### src/rtl/mem_stage.sv
// Memory-access stage: registers EX results for WB and runs at most one REQ/ACK data-memory access per instruction.
// Latency: 1 cycle for non-memory ops; memory ops finish 1 cycle after dm_ACK, or after MAX_WAIT+1 WAIT cycles on timeout.
// Backpressure: stall holds upstream from a memory-op accept until the ACK or timeout cycle; no backpressure from WB.
module mem_stage #(
  parameter int ADDR_WIDTH = 10,
  parameter int MAX_WAIT   = 15
) (
  input  logic                  CLK,
  input  logic                  RST,
  input  logic                  in_valid,
  input  logic [31:0]           mxpc_in,
  input  logic [31:0]           alu_result_in,
  input  logic [31:0]           store_data,
  input  logic                  alu_O_in,
  input  logic                  alu_S_in,
  input  logic                  alu_C_in,
  input  logic                  alu_Z_in,
  input  logic                  uc_R_DM,
  input  logic                  uc_W_DM,
  input  logic [1:0]            uc_S_MXRB_in,
  input  logic [2:0]            uc_W_RF_in,
  output logic                  stall,
  output logic                  dm_REQ,
  output logic                  dm_WE,
  output logic [ADDR_WIDTH-1:0] dm_A,
  output logic [31:0]           dm_D,
  input  logic [31:0]           dm_Q_in,
  input  logic                  dm_ACK,
  output logic                  out_valid,
  output logic [31:0]           mxpc_out,
  output logic [31:0]           dm_Q,
  output logic [31:0]           alu_result,
  output logic                  alu_O,
  output logic                  alu_S,
  output logic                  alu_C,
  output logic                  alu_Z,
  output logic [1:0]            uc_S_MXRB,
  output logic [2:0]            uc_W_RF,
  output logic                  dm_err
);

  localparam logic [0:0] ST_IDLE = 1'b0;
  localparam logic [0:0] ST_WAIT = 1'b1;
  localparam logic [7:0] CNT_MAX = 8'(MAX_WAIT);

  logic [0:0]  state;
  logic [7:0]  cnt;
  logic        rd_q;      // access returns data (a write wins when both are requested)
  logic [31:0] mxpc_q;
  logic [31:0] alu_q;
  logic [3:0]  flg_q;     // {O,S,C,Z}
  logic [1:0]  mxrb_q;
  logic [2:0]  wrf_q;

  logic memop;
  logic timeout;

  assign memop   = uc_R_DM | uc_W_DM;
  assign timeout = (cnt == CNT_MAX);

  // Upstream must hold while a memory op is being accepted or is still outstanding;
  // released in the ACK/timeout cycle so the next instruction can be presented early.
  assign stall = ((state == ST_IDLE) & in_valid & memop) |
                 ((state == ST_WAIT) & ~dm_ACK & ~timeout);

  // Access FSM: latch the memory op on accept, hold the bus stable in WAIT, count toward timeout.
  always_ff @(posedge CLK) begin
    if (RST) begin
      state  <= ST_IDLE;
      cnt    <= 8'd0;
      dm_REQ <= 1'b0;
      dm_WE  <= 1'b0;
      dm_A   <= '0;
      dm_D   <= 32'd0;
      rd_q   <= 1'b0;
      mxpc_q <= 32'd0;
      alu_q  <= 32'd0;
      flg_q  <= 4'd0;
      mxrb_q <= 2'd0;
      wrf_q  <= 3'd0;
    end else begin
      case (state)
        ST_IDLE: begin
          if (in_valid && memop) begin
            state  <= ST_WAIT;
            cnt    <= 8'd0;
            dm_REQ <= 1'b1;
            dm_WE  <= uc_W_DM;
            dm_A   <= alu_result_in[ADDR_WIDTH-1:0];
            dm_D   <= store_data;
            rd_q   <= ~uc_W_DM;
            mxpc_q <= mxpc_in;
            alu_q  <= alu_result_in;
            flg_q  <= {alu_O_in, alu_S_in, alu_C_in, alu_Z_in};
            mxrb_q <= uc_S_MXRB_in;
            wrf_q  <= uc_W_RF_in;
          end
        end
        ST_WAIT: begin
          if (dm_ACK || timeout) begin
            state  <= ST_IDLE;
            dm_REQ <= 1'b0;
            dm_WE  <= 1'b0;
          end else begin
            cnt <= cnt + 8'd1;
          end
        end
        default: state <= ST_IDLE;
      endcase
    end
  end

  // WB output registers: pass-through for ALU ops, latched fields on ACK/timeout, RF write cleared otherwise.
  always_ff @(posedge CLK) begin
    if (RST) begin
      out_valid  <= 1'b0;
      mxpc_out   <= 32'd0;
      dm_Q       <= 32'd0;
      alu_result <= 32'd0;
      alu_O      <= 1'b0;
      alu_S      <= 1'b0;
      alu_C      <= 1'b0;
      alu_Z      <= 1'b0;
      uc_S_MXRB  <= 2'd0;
      uc_W_RF    <= 3'd0;
      dm_err     <= 1'b0;
    end else begin
      out_valid <= 1'b0;
      uc_W_RF   <= 3'd0;
      dm_err    <= 1'b0;
      case (state)
        ST_IDLE: begin
          if (in_valid && !memop) begin
            out_valid  <= 1'b1;
            mxpc_out   <= mxpc_in;
            alu_result <= alu_result_in;
            {alu_O, alu_S, alu_C, alu_Z} <= {alu_O_in, alu_S_in, alu_C_in, alu_Z_in};
            uc_S_MXRB  <= uc_S_MXRB_in;
            uc_W_RF    <= uc_W_RF_in;
            dm_Q       <= 32'd0;
          end
        end
        ST_WAIT: begin
          if (dm_ACK || timeout) begin
            out_valid  <= 1'b1;
            mxpc_out   <= mxpc_q;
            alu_result <= alu_q;
            {alu_O, alu_S, alu_C, alu_Z} <= flg_q;
            uc_S_MXRB  <= mxrb_q;
            // ACK wins over a coincident timeout; a timed-out op must not write the RF
            if (dm_ACK) begin
              uc_W_RF <= wrf_q;
              dm_Q    <= rd_q ? dm_Q_in : 32'd0;
            end else begin
              dm_Q    <= 32'd0;
              dm_err  <= 1'b1;
            end
          end
        end
        default: ;
      endcase
    end
  end

endmodule
### config.mk
export PLATFORM = sky130hd
export DESIGN_NAME = mem_stage
export DESIGN_NICKNAME = d
export VERILOG_FILES = /design/src/rtl/mem_stage.sv
export SDC_FILE = /design/constraint.sdc
export NUM_CORES = 1
export LEC_CHECK = 0
export ABC_AREA = 1
export BUFFER_PORTS_ARGS = -buffer_cell sky130_fd_sc_hd__buf_4
export CAP_MARGIN = 10
export CORE_ASPECT_RATIO = 1.25
export CORE_UTILIZATION = 50
export DETAILED_ROUTE_END_ITERATION = 10
export GPL_TIMING_DRIVEN = 0
export PLACE_DENSITY_LB_ADDON = 0.05
export SYNTH_ARGS = -nofsm -noshare
export SYNTH_HDL_FRONTEND = slang
export SYNTH_SLANG_ARGS = --single-unit
### constraint.sdc
create_clock -name CLK -period 4.9 [get_ports CLK]
set_clock_uncertainty 0.2 [all_clocks]
set_input_delay 0.245 -clock CLK [delete_from_list [all_inputs] [get_ports CLK]]
set_output_delay 0.245 -clock CLK [all_outputs]
set_load 0.01 [all_outputs]
==> run summary <==
Post-route minimum period = 2.49 ns
Initial core utilization = 50.8%
Min setup slack post-route = 2.41 ns
P_leak = 7.06 nW
Die Width = 128 µm
DR vias/cell = 5.02
First-pass GRT wire length = 49,100 µm
Final Max Tran Viols = 0
CP max FO = 10
Synth Instances = 1,365
Yosys synthesis warning count = 0
Chip height = 159 µm
Max Cap Violations = 0
Clock Sinks = 224
VDD IR max = 0.252 mV
Global Route met3 Usage = 5.71%
Placed wire-length estimate = 20,600 µm
RSZ-0062 raised after global routing = false
Max-slew headroom = 57.0%
Reg2reg path depth = 8
Psw = 0.00125 W
IO buf count = 293
Fraction of layout cells with a size suffix above 1 = 24.9%
FF-to-FF setup slack = 2.95 ns
Commonest cells after routing, fill and taps aside = buf_4 (309), dfxtp_1 (224), nand2_1 (213)
Post-CTS sizing = 0
Grt total ovfl = 0
Clock Latency Late Sink = 0.51 ns
Area Overhead vs Synth = 47.5%
Max clock buf depth = 3
Critical R2R Capture = mxpc_out[17]$_SDFFE_PP0P_
CTS tree = built
Worst path required time = 4.45 ns
Min-Delay Startpoint = RST
Worst-margin pin slew = 0.645 ns
Largest net degree at the start of global routing = 14
Pwr dens = 320 nW/µm²
Initial antenna violation count = 0
DR iter-0 viols = 618
All-Layer GR Usage = 29.8%
IO Count = 295
Synth Area per Inst = 7.22 µm²
Internal power = 0.00341 W
Row Count = 57
Mapped cell area = 9860 µm²
Worst Path Arrival = 2.05 ns
CP Launch Type = flop
Hold endpoint = dm_err$_SDFF_PP0_
Post-place setup slack = 2.94 ns
Clk network pwr share = 37.6%
Power share of the combinational group = 18.9%
H-tree depth = 1
Status = finished, final reports clean
Syn_nets = 1,509
Root buffer cell = clkbuf_16
Power share of the sequential group = 43.5%
Sequential share of the synthesized area = 45.5%
Die area = 20,300 µm²
Post-route DRC = 0
Gr busiest metal = met2
Final ANT Viol Nets = 0
DR WL/cell = 14.9 µm
Final Hold Vio Count = 0
Worst Hold Depth = 4
Nets@finish = 1,967
Reg-to-Reg Start = cnt[0]$_SDFFE_PP0P_
Final setup TNS = 0 ns
Setup violators final = 0
Core ar. = 19,400 µm²
Synthesized flop and latch total = 224
GPL Wtd Cong = 0.826
Vias = 10,600
Number of global-route vias before repair = 9,991
Period utilization = 50.9%
HP Class = in2reg
Distinct cells, synth = 24
Global routing usage on met1 = 34.0%
Sw Ratio = 26.8%
Clock-pin slew on the worst setup and hold paths = 0.06 ns
# hold bufs at CTS = 140
Met2 Usage GRT = 54.6%
Router iterations before antenna repair = 6
Highest Clock Rate = 0.401 GHz
Commonest non-fill, non-tap cell in the layout = buf_4
Num CTS Buffers = 23
Drt total wl = 31,300 µm
Buffers inserted by post-CTS timing repair = 0
N_diodes = 0
CP Capture Type = primary output
CP Class = reg2out
sequential cells by signal, indices dropped and copies added, names as in the netlist:
| name | count |
|---|---|
| uc_S_MXRB | 2 |
| dm_err | 1 |
| dm_WE | 1 |
| alu_S | 1 |
| mxrb_q | 2 |
| dm_REQ | 1 |
| alu_Z | 1 |
| flg_q | 4 |
| alu_q | 23 |
| uc_W_RF | 3 |
| rd_q | 1 |
| alu_C | 1 |
| alu_result | 32 |
| wrf_q | 3 |
| cnt | 8 |
| dm_D | 32 |
| out_valid | 1 |
| dm_A | 9 |
| state | 1 |
| mxpc_out | 32 |
| mxpc_q | 32 |
| dm_Q | 32 |
| alu_O | 1 |
power by group through the flow:
stage	registers (W)	clock network, W	logic, W
after floorplan	0.00209	0	0.000408
after global placement	0.00206	0	0.000765
after detailed placement	0.00206	0	0.000775
after CTS	0.00203	0.00177	0.000871
after global routing	0.00204	0.00185	0.000969
final	0.00203	0.00175	0.000881
cells by family (layout without fill, tap and decap cells):
logic type / Yosys count / after routing / share of synthesized area [%]
compound gates: 325 / 325 / 16.7
buf+inv: 253 / 726 / 11.7
simple gates: 562 / 562 / 26.0
flops: 224 / 224 / 45.5
fa+ha+maj: 1 / 1 / 0.127
critical path, cell delays in order (launching register included):
cell	delay, ns
dfxtp_1	0.37
ha_1	0.22
nand3_2	0.15
o21ai_2	0.32
nand2_2	0.13
buf_4	0.20
buf_4	0.15
synth_stat cells, drive strengths merged:
| master | instances | share of area, % |
|---|---|---|
| a21o | 1 | 0.076 |
| a21oi | 162 | 8.2 |
| a22oi | 1 | 0.076 |
| buf | 77 | 5.0 |
| clkbuf | 43 | 1.6 |
| clkinv | 1 | 0.038 |
| dfxtp | 224 | 45 |
| ha | 1 | 0.13 |
| inv | 132 | 5.0 |
| nand2 | 217 | 8.4 |
| nand3 | 142 | 9.8 |
| nor2 | 202 | 7.7 |
| nor3b | 1 | 0.076 |
| o21ai | 160 | 8.2 |
| o21bai | 1 | 0.19 |
layer usage:
layer | wire length, µm | vias up
li1 | - | 5283
met1 | 12600 | 4877
met2 | 15800 | 335
met3 | 1900 | 67
met4 | 988 | 0
met5 | 0 | -
worst max path at each step:
stage,startpoint,end,slack (ns),cells past startpoint
global route,cnt[0]$_SDFFE_PP0P_,stall,2.30,6
floorplan,cnt[0]$_SDFFE_PP0P_,mxpc_out[24]$_SDFFE_PP0P_,3.21,8
finish,cnt[0]$_SDFFE_PP0P_,stall,2.41,6
detailed placement,cnt[0]$_SDFFE_PP0P_,stall,2.94,6
global placement,cnt[0]$_SDFFE_PP0P_,stall,2.94,6
CTS,cnt[0]$_SDFFE_PP0P_,stall,2.40,6
stage by stage:
stage	power [W]	util (%)	instance area, µm²	hold slack (ns)	cells
floorplan	0.00250	-	9860	0.135	1365
global placement	0.00282	63.9	12400	0.245	1923
detailed placement	0.00284	63.9	12400	0.249	1923
CTS	0.00467	75.0	14500	0.00753	2103
global route	0.00486	75.0	14500	0.0219	2103
finish	0.00466	75.0	14500	0.00167	2103
area by class of cell:
cell class | instances | area, µm²
multi-input combinational | 888 | 4220
inverter | 133 | 499
buffer | 120 | 651
tap | 265 | 332
clock inverter | 5 | 50.0
clock buffer | 35 | 701
fill | 1519 | 4860
timing repair buffer | 433 | 3600
sequential | 224 | 4480
No activity file was read; power rests on OpenSTA's default activity.
